--- config.mk ---
export PLATFORM = sky130hd
export DESIGN_NAME = mux_nx1_pipe
export DESIGN_NICKNAME = d
export VERILOG_FILES = /design/src/rtl/mux_nx1_pipe.sv
export SDC_FILE = /design/constraint.sdc
export NUM_CORES = 1
export LEC_CHECK = 0
export CAP_MARGIN = 20
export CORE_MARGIN = 1.5
export CORE_UTILIZATION = 66
export DETAILED_ROUTE_END_ITERATION = 6
export DONT_BUFFER_PORTS = 1
export PLACE_DENSITY = 0.82
export SYNTH_ARGS = -nofsm -noshare
export SYNTH_HDL_FRONTEND = slang
export SYNTH_SLANG_ARGS = --single-unit
export TNS_END_PERCENT = 20
--- constraint.sdc ---
create_clock -name clk -period 2.99 [get_ports clk]
set_input_delay 0.7475 -clock clk [delete_from_list [all_inputs] [get_ports clk]]
set_output_delay 0.7475 -clock clk [all_outputs]
set_load 0.02 [all_outputs]
--- src/rtl/mux_nx1_pipe.sv ---
// rtl/mux_nx1_pipe.sv - pipelined N:1 channel selector tree with valid/ready and round-robin auto-scan
module mux_nx1_pipe #(
    parameter int WIDTH = 8,
    parameter int N     = 4,
    parameter int SEL_W = $clog2(N)
) (
    input  logic                 clk,
    input  logic                 rst,
    input  logic [N*WIDTH-1:0]   in_data,
    input  logic [SEL_W-1:0]     in_sel,
    input  logic                 in_valid,
    output logic                 in_ready,
    input  logic                 auto_scan,
    output logic [WIDTH-1:0]     out_data,
    output logic [SEL_W-1:0]     out_sel,
    output logic                 out_valid,
    input  logic                 out_ready
);

    // The tree halves the word count per level, so anything but a power of two breaks it.
    if ((N < 2) || ((N & (N - 1)) != 0)) begin : g_bad_n
        $error("mux_nx1_pipe: N must be a power of two and at least 2");
    end

    logic             w_stall;
    logic             w_accept;
    logic [SEL_W-1:0] w_eff_sel;
    logic [SEL_W-1:0] r_scan_cnt;

    // Output backpressure freezes the whole pipe; upstream sees it the same cycle.
    assign w_stall   = out_valid & ~out_ready;
    assign in_ready  = ~w_stall;
    assign w_accept  = in_valid & in_ready;
    assign w_eff_sel = auto_scan ? r_scan_cnt : in_sel;

    // Round-robin channel pointer; advances only on words it actually picked.
    always_ff @(posedge clk or posedge rst) begin
        if (rst) begin
            r_scan_cnt <= '0;
        end else if (w_accept && auto_scan) begin
            r_scan_cnt <= r_scan_cnt + 1'b1;
        end
    end

    // Level k holds N>>(k+1) words plus the full select of the word they belong to;
    // bit k of that carried select steers the pair-wise mux feeding level k.
    for (genvar k = 0; k < SEL_W; k++) begin : g_lvl
        logic [SEL_W-1:0] r_sel;
        logic             r_valid;
        logic [SEL_W-1:0] w_sel_in;
        logic             w_valid_in;

        if (k == 0) begin : g_src
            assign w_sel_in   = w_eff_sel;
            assign w_valid_in = w_accept;
        end else begin : g_src
            assign w_sel_in   = g_lvl[k-1].r_sel;
            assign w_valid_in = g_lvl[k-1].r_valid;
        end

        // Valid always advances (bubbles included); select only follows real words.
        always_ff @(posedge clk or posedge rst) begin
            if (rst) begin
                r_valid <= 1'b0;
                r_sel   <= '0;
            end else if (!w_stall) begin
                r_valid <= w_valid_in;
                if (w_valid_in) begin
                    r_sel <= w_sel_in;
                end
            end
        end

        for (genvar j = 0; j < (N >> (k + 1)); j++) begin : g_w
            logic [WIDTH-1:0] w_lo;
            logic [WIDTH-1:0] w_hi;
            logic [WIDTH-1:0] r_data;

            if (k == 0) begin : g_mux
                assign w_lo = in_data[(2*j)*WIDTH +: WIDTH];
                assign w_hi = in_data[(2*j+1)*WIDTH +: WIDTH];
            end else begin : g_mux
                assign w_lo = g_lvl[k-1].g_w[2*j].r_data;
                assign w_hi = g_lvl[k-1].g_w[2*j+1].r_data;
            end

            // Data loads only with a valid word so the last level keeps its value across bubbles.
            always_ff @(posedge clk or posedge rst) begin
                if (rst) begin
                    r_data <= '0;
                end else if (!w_stall && w_valid_in) begin
                    r_data <= w_sel_in[k] ? w_hi : w_lo;
                end
            end
        end
    end

    assign out_data  = g_lvl[SEL_W-1].g_w[0].r_data;
    assign out_sel   = g_lvl[SEL_W-1].r_sel;
    assign out_valid = g_lvl[SEL_W-1].r_valid;

endmodule

==> flow_metrics.tcl <==
set metrics [dict create \
    run_status "complete, no violations" \
    vias_per_cell 6.35 \
    grt_antenna_before_repair 0 \
    max_cap_viol_count 0 \
    cp.buffers_inverters 0 \
    grt_use_total_pct 26.3 \
    clock_latency_ps 320 \
    antenna_cells_inserted 0 \
    average_wire_per_standard_cell_um 18.7 \
    synth.yosys.seq_area_share_pct 53.8 \
    clk_pin_slew_worst_paths_ps 100 \
    clock_sink_count 32 \
    design.die.area_um2 2550 \
    fmaxAchievable_mhz 484 \
    clock_tree.root_cell "clkbuf_4" \
    area_taken_by_multi_input_logic_gates_um2 623 \
    dr.first_iter.drc_count 19 \
    cts-htree-levels 2 \
    r2r_cells 3 \
    syn-cell-area_um2 1490 \
    finalCritPeriodShare_pct 69.1 \
    syn_nets 172 \
    postSynthRegisterBits 32 \
    overflow 0 \
    total_leakage_power_nw 0.676 \
    worst-setup-path-type "register to output port" \
    final_period_demand_of_the_worst_path_ps 2070 \
    routabilityCongestion 0.761 \
    timing.clock.skew_ps 8.62 \
    finalMaxSlewViolations 0 \
    postcts_resize_cnt 0 \
    timing_worst_slew_pin_value_ps 819 \
    n_fill_cell 172 \
    final_design_area_no_fill_um2 1540 \
    most-common-layout-cells "a21oi_1 (52), dfrtp_1 (32), mux2i_1 (25)" \
    timing.critical_path.from_type "register" \
    synthCells 133 \
    cp_slowest_cell "nand2b_1" \
    timing.critical_path.max_delay_family "simple AND/OR/NAND/NOR gates" \
    worstSetupPathDepth 1 \
    drc 0 \
    pin_count 51 \
    final_common_cell "a21oi_1" \
    place_area_um2 1490 \
    ordered_cell_list_for_the_critical_path "nand2b_1" \
    rsz0062_at_grt "no" \
    mean_cell_area_of_the_mapped_netlist_um2 11.2 \
    slowest_delay_ps 520 \
    dr_total_vias 1022 \
    cellPowerDensity_nw_per_um2 852 \
    postCtsSetupRepairBufs 0 \
    critical_path.endpoint_type "output port" \
    min_path_type "input port to async pin" \
    area_delta_synth_final_pct 3.78 \
    wire_length_of_the_first_global_routing_pass_mm 4.85 \
    first_global_vias 1038 \
    cts_buffer_depth 2 \
    critPathMaxFanout 12 \
    drt_wl_total_mm 3.02 \
    fin_tns_setup_ps 0 \
    tritoncts_clock_tree "built" \
    vertical_die_dimension_um 50.5 \
    placement.io_buffers 0 \
    ys_types 15 \
    cts_hold_repair.buffers 0 \
    remaining_antenna_violation_count_after_routing 0 \
    initial_utilization_pct 68.6 \
    drive_above_1_share_pct 10.5 \
    drt_first_pass_iters 4 \
    timing.max_slew.rel_slack_pct 44.2 \
    die_width_um 50.5 \
    critPathArrivalTime_ps 1320 \
    row_count 17 \
    finalNetCount 171 \
    grt_max_degree 33 \
    yosysWarnings 0 \
    hpwl_reported_at_the_end_of_detailed_placement_mm 2.05 \
    coreArea_um2 2170 \
    setup_viol 0 \
    hold_viol 0 \
    cp.required_ps 2240 \
    vdd_drop_max_v 0.000560 \
    register_area_um2 801 \
    numCtsBuffers 5 \
]
cell usage after synthesis:
| master | instances | area, um2 |
|---|---|---|
| a21oi_1 | 52 | 260 |
| dfrtp_1 | 32 | 801 |
| mux2i_1 | 25 | 250 |
| clkbuf_1 | 8 | 30.0 |
| mux2_2 | 3 | 33.8 |
| and2_1 | 2 | 12.5 |
| buf_2 | 2 | 10.0 |
| nand2b_1 | 2 | 12.5 |
| and3_2 | 1 | 7.51 |
| buf_12 | 1 | 20.0 |
| inv_1 | 1 | 3.75 |
| mux2i_4 | 1 | 22.5 |
| nand4_1 | 1 | 6.26 |
| xnor2_1 | 1 | 8.76 |
| xor2_1 | 1 | 8.76 |
sequential cells by signal, summed over array words and instances, names as in the netlist:
register,count
out_valid,1
r_scan_cnt,2
out_sel,2
out_data,8
g_lvl.r_sel,2
g_lvl.r_valid,1
g_lvl.g_w.r_data,16
stage by stage:
| stage | hold slack, ps | std cells | total power, W | setup WS [ps] | utilization, % |
|---|---|---|---|---|---|
| 5_1_grt | 407 | 161 | 0.00139 | 880 | 71.2 |
| 4_1_cts | 397 | 161 | 0.00133 | 934 | 71.2 |
| 3_3_place_gp | 459 | 153 | 0.00105 | 819 | 68.5 |
| 3_5_place_dp | 495 | 153 | 0.00107 | 724 | 68.5 |
| 2_1_floorplan | 445 | 133 | 0.00101 | 947 | - |
| 6_report | 383 | 161 | 0.00132 | 925 | 71.2 |
area by class of cell:
| type | count | share of cell area (%) |
|---|---|---|
| Sequential cell | 32 | 51.9 |
| Multi-Input combinational cell | 89 | 40.4 |
| Clock buffer | 8 | 3.81 |
| Tap cell | 28 | 2.27 |
| Timing Repair Buffer | 3 | 1.46 |
| Inverter | 1 | 0.243 |
worst paths after layout:
kind                                from                         to  slack, ps
min                                  rst                 out_sel[0]        380
max                            out_valid                   in_ready        920
min in group clk           r_scan_cnt[1]              r_scan_cnt[1]        500
min reg2reg                r_scan_cnt[1]              r_scan_cnt[1]        500
max in group asynchronous            rst  g_lvl[0].g_w[1].r_data[3]       2320
max reg2reg                    out_valid          g_lvl[0].r_sel[1]       1010
report_power, final:
part,internal (W),total (W),switching [W]
Clock,0.000116,0.000250,0.000134
Sequential,0.000566,0.000758,0.000192
Combinational,0.000152,0.000307,0.000155
layer usage:
layer,routed length [um],vias to the layer above,global-route usage [%]
met2,1640,34,44.5
met5,0,-,0
met1,1200,504,31.5
li1,-,480,-
met3,151,4,8.93
met4,32,0,8.56
cell families after synthesis:
logic type             share of synthesized area [%]
AND/OR/NAND/NOR                                 2.61
multiplexers                                    20.6
flip-flops                                      53.8
buffers and inverters                           4.29
XOR/XNOR                                        1.18
AO/OA/AOI/OAI                                   17.5
(Power assumes the default switching activity.)
